**src/rtl/alu_pipe.sv**
```systemverilog
// Pipelined ALU with valid/ready handshake, one-entry output buffer and an
// iterative shift-add unsigned multiply. Define ALU_SAT_EN for saturating arithmetic.
module alu_pipe #(
  parameter int DATA_W = 32,
  parameter int CNT_W  = $clog2(DATA_W) + 1
) (
  input  logic              i_clk,
  input  logic              i_rst,
  input  logic              i_valid,
  output logic              o_ready,
  input  logic [3:0]        i_aluop,
  input  logic [DATA_W-1:0] i_data1,
  input  logic [DATA_W-1:0] i_data2,
  output logic              o_valid,
  input  logic              i_ready,
  output logic [DATA_W-1:0] o_alu_out,
  output logic              o_alu_isOverflow,
  output logic              o_alu_hasBranch,
  output logic              o_illegal
);

  localparam int SH_W = $clog2(DATA_W);
  localparam int MSB  = DATA_W - 1;

  localparam logic [3:0] OP_ADD  = 4'd0;
  localparam logic [3:0] OP_SUB  = 4'd1;
  localparam logic [3:0] OP_ADDU = 4'd2;
  localparam logic [3:0] OP_SUBU = 4'd3;
  localparam logic [3:0] OP_AND  = 4'd4;
  localparam logic [3:0] OP_OR   = 4'd5;
  localparam logic [3:0] OP_NOR  = 4'd6;
  localparam logic [3:0] OP_BEQ  = 4'd7;
  localparam logic [3:0] OP_BNE  = 4'd8;
  localparam logic [3:0] OP_SLT  = 4'd9;
  localparam logic [3:0] OP_SLL  = 4'd10;
  localparam logic [3:0] OP_SRL  = 4'd11;
  localparam logic [3:0] OP_SRA  = 4'd12;
  localparam logic [3:0] OP_MULU = 4'd13;

  localparam logic [DATA_W-1:0] ZERO_W   = {DATA_W{1'b0}};
  localparam logic [DATA_W-1:0] ONE_W    = {{(DATA_W-1){1'b0}}, 1'b1};
  localparam logic [DATA_W-1:0] ONES_W   = {DATA_W{1'b1}};
  localparam logic [DATA_W-1:0] SMAX_W   = {1'b0, {(DATA_W-1){1'b1}}};
  localparam logic [DATA_W-1:0] SMIN_W   = {1'b1, {(DATA_W-1){1'b0}}};
  localparam logic [CNT_W-1:0]  CNT_ZERO = {CNT_W{1'b0}};
  localparam logic [CNT_W-1:0]  CNT_ONE  = {{(CNT_W-1){1'b0}}, 1'b1};
  localparam logic [CNT_W-1:0]  CNT_LAST = CNT_W'(DATA_W - 1);

  typedef enum logic [0:0] {IDLE = 1'b0, MUL = 1'b1} state_t;

  state_t state_r, next_state_s;

  logic              valid_r, ovf_r, br_r, ill_r;
  logic [DATA_W-1:0] out_r;

  logic [2*DATA_W-1:0] mcand_r, acc_r, acc_next_s;
  logic [DATA_W-1:0]   mplier_r;
  logic [CNT_W-1:0]    cnt_r;

  logic              accept_s, mul_start_s, mul_done_s;
  logic [DATA_W:0]   sum_s, diff_s;
  logic [SH_W-1:0]   shamt_s;
  logic [DATA_W-1:0] res_s;
  logic              ovf_s, br_s, ill_s;

  assign o_valid          = valid_r;
  assign o_alu_out        = out_r;
  assign o_alu_isOverflow = ovf_r;
  assign o_alu_hasBranch  = br_r;
  assign o_illegal        = ill_r;

  assign o_ready  = (state_r == IDLE) && (!valid_r || i_ready);
  assign accept_s = i_valid && o_ready;
  assign sum_s    = {1'b0, i_data1} + {1'b0, i_data2};
  assign diff_s   = {1'b0, i_data1} - {1'b0, i_data2};
  assign shamt_s  = i_data2[SH_W-1:0];
  assign acc_next_s = acc_r + (mplier_r[0] ? mcand_r : {(2*DATA_W){1'b0}});

  // Single-cycle operation result and flags
  always_comb begin
    res_s = ZERO_W;
    ovf_s = 1'b0;
    br_s  = 1'b0;
    ill_s = 1'b0;
    case (i_aluop)
      OP_ADD: begin
        ovf_s = (i_data1[MSB] == i_data2[MSB]) && (sum_s[MSB] != i_data1[MSB]);
`ifdef ALU_SAT_EN
        if (ovf_s) begin
          res_s = i_data1[MSB] ? SMIN_W : SMAX_W;
        end else begin
          res_s = sum_s[DATA_W-1:0];
        end
`else
        res_s = sum_s[DATA_W-1:0];
`endif
      end
      OP_SUB: begin
        ovf_s = (i_data1[MSB] != i_data2[MSB]) && (diff_s[MSB] != i_data1[MSB]);
`ifdef ALU_SAT_EN
        if (ovf_s) begin
          res_s = i_data1[MSB] ? SMIN_W : SMAX_W;
        end else begin
          res_s = diff_s[DATA_W-1:0];
        end
`else
        res_s = diff_s[DATA_W-1:0];
`endif
      end
      OP_ADDU: begin
        ovf_s = sum_s[DATA_W];
`ifdef ALU_SAT_EN
        res_s = ovf_s ? ONES_W : sum_s[DATA_W-1:0];
`else
        res_s = sum_s[DATA_W-1:0];
`endif
      end
      OP_SUBU: begin
        // Bit DATA_W of the zero-extended difference is the borrow (A < B)
        ovf_s = diff_s[DATA_W];
`ifdef ALU_SAT_EN
        res_s = ovf_s ? ZERO_W : diff_s[DATA_W-1:0];
`else
        res_s = diff_s[DATA_W-1:0];
`endif
      end
      OP_AND:  res_s = i_data1 & i_data2;
      OP_OR:   res_s = i_data1 | i_data2;
      OP_NOR:  res_s = ~(i_data1 | i_data2);
      OP_BEQ:  br_s  = (i_data1 == i_data2);
      OP_BNE:  br_s  = (i_data1 != i_data2);
      OP_SLT:  res_s = ($signed(i_data1) < $signed(i_data2)) ? ONE_W : ZERO_W;
      OP_SLL:  res_s = i_data1 << shamt_s;
      OP_SRL:  res_s = i_data1 >> shamt_s;
      OP_SRA:  res_s = $signed(i_data1) >>> shamt_s;
      OP_MULU: res_s = ZERO_W;
      default: ill_s = 1'b1;
    endcase
  end

  // FSM next-state and multiply start/finish strobes
  always_comb begin
    next_state_s = state_r;
    mul_start_s  = 1'b0;
    mul_done_s   = 1'b0;
    case (state_r)
      IDLE: begin
        if (accept_s && (i_aluop == OP_MULU)) begin
          next_state_s = MUL;
          mul_start_s  = 1'b1;
        end else begin
          next_state_s = IDLE;
        end
      end
      MUL: begin
        if (cnt_r == CNT_LAST) begin
          next_state_s = IDLE;
          mul_done_s   = 1'b1;
        end else begin
          next_state_s = MUL;
        end
      end
      default: next_state_s = IDLE;
    endcase
  end

  // FSM state register
  always_ff @(posedge i_clk or posedge i_rst) begin
    if (i_rst) begin
      state_r <= IDLE;
    end else begin
      state_r <= next_state_s;
    end
  end

  // Shift-add multiplier: one multiplier bit consumed per cycle
  always_ff @(posedge i_clk or posedge i_rst) begin
    if (i_rst) begin
      mcand_r  <= {(2*DATA_W){1'b0}};
      mplier_r <= ZERO_W;
      acc_r    <= {(2*DATA_W){1'b0}};
      cnt_r    <= CNT_ZERO;
    end else if (mul_start_s) begin
      mcand_r  <= {ZERO_W, i_data1};
      mplier_r <= i_data2;
      acc_r    <= {(2*DATA_W){1'b0}};
      cnt_r    <= CNT_ZERO;
    end else if (state_r == MUL) begin
      mcand_r  <= mcand_r << 1;
      mplier_r <= mplier_r >> 1;
      acc_r    <= acc_next_s;
      cnt_r    <= cnt_r + CNT_ONE;
    end
  end

  // Output buffer: load a new result, or drop the current one once accepted
  always_ff @(posedge i_clk or posedge i_rst) begin
    if (i_rst) begin
      valid_r <= 1'b0;
      out_r   <= ZERO_W;
      ovf_r   <= 1'b0;
      br_r    <= 1'b0;
      ill_r   <= 1'b0;
    end else if (mul_done_s) begin
      valid_r <= 1'b1;
      out_r   <= acc_next_s[DATA_W-1:0];
      ovf_r   <= |acc_next_s[2*DATA_W-1:DATA_W];
      br_r    <= 1'b0;
      ill_r   <= 1'b0;
    end else if (accept_s && (i_aluop != OP_MULU)) begin
      valid_r <= 1'b1;
      out_r   <= res_s;
      ovf_r   <= ovf_s;
      br_r    <= br_s;
      ill_r   <= ill_s;
    end else if (i_ready) begin
      valid_r <= 1'b0;
    end
  end

endmodule

```
**config.mk**
```make
export PLATFORM = sky130hd
export DESIGN_NAME = alu_pipe
export DESIGN_NICKNAME = d
export VERILOG_FILES = /design/src/rtl/alu_pipe.sv
export SDC_FILE = /design/constraint.sdc
export NUM_CORES = 1
export LEC_CHECK = 0
export BUFFER_PORTS_ARGS = -buffer_cell sky130_fd_sc_hd__buf_2
export CAP_MARGIN = 20
export CORE_UTILIZATION = 30
export CTS_BUF_LIST = sky130_fd_sc_hd__clkbuf_16
export CTS_CLUSTER_SIZE = 30
export DETAILED_ROUTE_END_ITERATION = 12
export GPL_TIMING_DRIVEN = 0
export PLACE_DENSITY = 0.55
export SETUP_SLACK_MARGIN = 0.4
export SLEW_MARGIN = 20
export SYNTH_ARGS = -nofsm -noshare
export SYNTH_HDL_FRONTEND = slang
export SYNTH_SLANG_ARGS = --single-unit
```
**constraint.sdc**
```tcl
create_clock -name i_clk -period 7.49 [get_ports i_clk]
set_input_delay 0.3745 -clock i_clk [delete_from_list [all_inputs] [get_ports i_clk]]
set_output_delay 0.3745 -clock i_clk [all_outputs]
set_load 0.01 [all_outputs]
```
==> metrics <==
count of final setup violators=0; hold path startpoint=i_data2[7]; worst min path class=input port to flop; reg2reg setup slack=1.42 ns; Synth Area in XOR/XNOR=4.121%; RSZ-0062 raised after global routing=false; pin count of the biggest net entering global routing=99; Core Rows=95; cell taking the most area after synthesis=dfrtp_1; startpoint types=input port; share of layout cells above drive strength 1=6.734%; CTS Buf Count=27; P_leak=10.49 nW; H-tree depth=1; sw power=0.002846 W; routed len/inst=26.88 um; Commonest cells post-synth=nand2_1 (377), o21ai_0 (258), nor2_1 (244), a21oi_1 (228), dfrtp_1 (203); clock power share=22.5%; Gate power share=46.6%; Slew Limit Fails=0; DIE WIDTH=262.8 um; initial drt markers=2544; Switching Share=47.07%; leading post-synthesis cells by cell area=dfrtp_1 (25%), ha_1 (9.9%), nand2_1 (6.9%); CTS sink cnt=203; kind of critical path=input port to flop; Rel. slew slack=17.69%; register bit total from synthesis=203; WHS Path Cells=3; Int Power=0.003200 W; cell with the most instances after synthesis=nand2_1; nets=3081; crit end category=flop; Pwr Density=262.9 nW/um^2; reg2reg path depth=16; DRC=0; Yosys cell types=81; Antenna Nets Post-Route=0; Reg2Reg Capture Point=o_alu_isOverflow$_DFFE_PP0P_; reg2reg start=mplier_r[0]$_DFFE_PP0P_; Final Wtd Congestion=1.053; dpl hpwl=80.06 mm; Worst Path Required=7.92 ns; buffer depth of the longest clock path=3; Tot GR Track Use=28.22%; Tcrit/Tclk final=88.03%; die height=262.8 um; Async S/R FF share, synth=100.0%; Post-Syn Area=20400 um^2; Max VDD drop=0.2069 mV; CTS root buf=clkbuf_16; Syn Nets=2944; Setup Buffers After CTS=0; Synth Area in Compound Gates=28.50%; Worst-Skew Late Latency=0.60 ns; Final min period=6.594 ns; warnings from Yosys=0; status=completed; crit-path max FO=11; hold_ws=0.03575 ns; Setup Skew=0.01959 ns; number of synthesized flops with an enable pin=0; Vias=22.15k; FMAX=151.7 MHz; Adder-Cell Fraction of Synth Area=10.22%; Hold Path End=mplier_r[7]$_DFFE_PP0P_; crit path setup slack, layout=0.8965 ns; final core utilization=34.19%; initial antenna violation count=11; Sequential Power Share=30.8%; Synth Flop Type=dfrtp_1; Routed WL=100.6 mm; Synth Area per Inst=7.534 um^2; gr ovfl total=0; Top Ports=109; CTS tree=done; Slew @ Worst Pin=1.230 ns; final hold vios=0; first-pass GRT wire length=145.6 mm; Port Buf Inserts=104; DR vias/cell=5.922; Area Growth Syn to Fin=12.75%; WP data arrival=7.02 ns; die area=69050 um^2; Max-Cap Viols=0; PostCTS Resize Cnt=0; post-synthesis sequential area ratio=24.90%; Yosys top cell area share=24.90%; drt first pass iters=6; Core Box Area=67280 um^2; cells after synthesis=2708; simple logic cell fraction of the synthesized area=20.44%; post-synthesis mux area share=6.434%; initial core utilization=30.32%; largest family of logic cells by synthesized area=compound AO/OA/AOI/OAI gates; clock slew at reported path FFs=0.06 ns; Post-Place Setup Slack=0.5574 ns; vias in the first global route=21.05k
## worst max-delay path: stages
cell,delay [ns]
buf_2,0.14
clkbuf_1,0.25
inv_1,0.13
clkbuf_1,0.49
buf_1,0.74
clkbuf_1,0.78
ha_1,0.42
a21oi_1,0.15
o21bai_1,0.12
a2111oi_0,0.91
o31a_1,0.39
o311a_1,0.30
o31a_1,0.26
o21ai_1,0.11
a21oi_1,0.27
xnor2_1,0.15
nor4_1,0.06
o311ai_0,0.78
o211ai_1,0.17
## power groups by stage
stage	Combinational, W	Sequential [W]	Clock [W]
floorplan	0.00172	0.00178	0
global placement	0.00274	0.00187	0
detailed placement	0.00276	0.00187	0
CTS	0.00277	0.00186	0.00138
global route	0.00304	0.00191	0.00143
finish	0.00282	0.00186	0.00136
## cells by family (layout without fill, tap and decap cells)
group / after synthesis / after routing
buffers and inverters: 293 / 451
XOR/XNOR: 96 / 96
AND/OR/NAND/NOR: 917 / 917
multiplexers: 123 / 123
adder cells (fa/ha/maj): 165 / 165
other: 0 / 2
flip-flops: 203 / 203
AO/OA/AOI/OAI: 911 / 911
## metrics by stage
step / cells / total power [W] / TNS (ns) / cell area [um^2]
after global placement: 3685 / 0.004617 / -303.66 / 22010
after CTS: 3739 / 0.006014 / 0 / 23000
after global routing: 3739 / 0.006383 / 0 / 23000
after detailed placement: 3688 / 0.004630 / 0 / 22090
final: 3741 / 0.006046 / 0 / 23000
after floorplan: 2708 / 0.003505 / 0 / 20400
## timing repair
item / 4_1_cts / 5_1_grt
endpoints found under the setup margin: 0 / 0
hold buffers: 1 / 0
endpoints found under the hold margin: 52 / 0
## cells in the final DEF (no fill, tap or decap), types with 13 or more instances in the layout
| master | count |
|---|---|
| a22o_1 | 25 |
| xnor2_1 | 62 |
| o21ai_1 | 13 |
| nand2_1 | 377 |
| xor2_1 | 34 |
| a221o_1 | 16 |
| nor2b_1 | 13 |
| clkbuf_16 | 27 |
| buf_2 | 104 |
| a21o_1 | 32 |
| nor4_1 | 13 |
| nand2b_1 | 25 |
| o211ai_1 | 36 |
| a21oi_1 | 228 |
| a211oi_1 | 28 |
| inv_1 | 108 |
| dfrtp_1 | 203 |
| a31oi_1 | 20 |
| ha_1 | 161 |
| o21ai_0 | 257 |
| and2_1 | 73 |
| nor3_1 | 37 |
| a22oi_1 | 75 |
| nand4_1 | 30 |
| buf_1 | 21 |
| a221oi_1 | 36 |
| o21bai_1 | 34 |
| nor2_1 | 244 |
| and3_1 | 16 |
| mux2i_1 | 112 |
| nand3_1 | 39 |
| o21a_1 | 18 |
| clkbuf_1 | 159 |
## final cells by class
cell class,count,area (um^2)
antenna,2,5.005
buffer,180,675.6
clock buffer,27,675.6
clock inverter,23,222.7
fill,7355,44280
inverter,113,431.7
multi-input combinational,2212,14230
sequential,203,5080
tap,873,1092
timing repair buffer,108,593.1
## registers in the layout, summed over array words and instances, names as in the netlist
| register | cells |
|---|---|
| cnt_r | 6 |
| o_alu_hasBranch | 1 |
| o_alu_isOverflow | 1 |
| mplier_r | 32 |
| o_alu_out | 32 |
| o_valid | 1 |
| acc_r | 64 |
| o_illegal | 1 |
| mcand_r | 64 |
| state_r | 1 |
## routing by layer
layer | GRT usage (%) | routed length (um) | up-vias
met5 | 0 | 61 | -
met4 | 12.66 | 5061 | 8
met3 | 3.936 | 7629 | 226
met2 | 43.79 | 43660 | 1015
met1 | 38.74 | 44140 | 10840
li1 | - | - | 10064
## worst max path at each step
stage / endpoint / start / depth (start not counted) / slack, ns
2_1_floorplan: acc_r[0]$_DFFE_PP0P_ / i_rst / 1 / 1.58
3_3_place_gp: mcand_r[59]$_DFFE_PP0P_ / i_rst / 2 / -1.54
3_5_place_dp: o_alu_isOverflow$_DFFE_PP0P_ / i_data2[1] / 19 / 0.56
4_1_cts: o_alu_isOverflow$_DFFE_PP0P_ / i_data2[1] / 19 / 1.19
5_1_grt: o_alu_isOverflow$_DFFE_PP0P_ / i_data2[1] / 19 / 0.93
6_report: o_alu_isOverflow$_DFFE_PP0P_ / i_data2[1] / 19 / 0.90
Note: power is estimated with default switching activity, not from simulation.
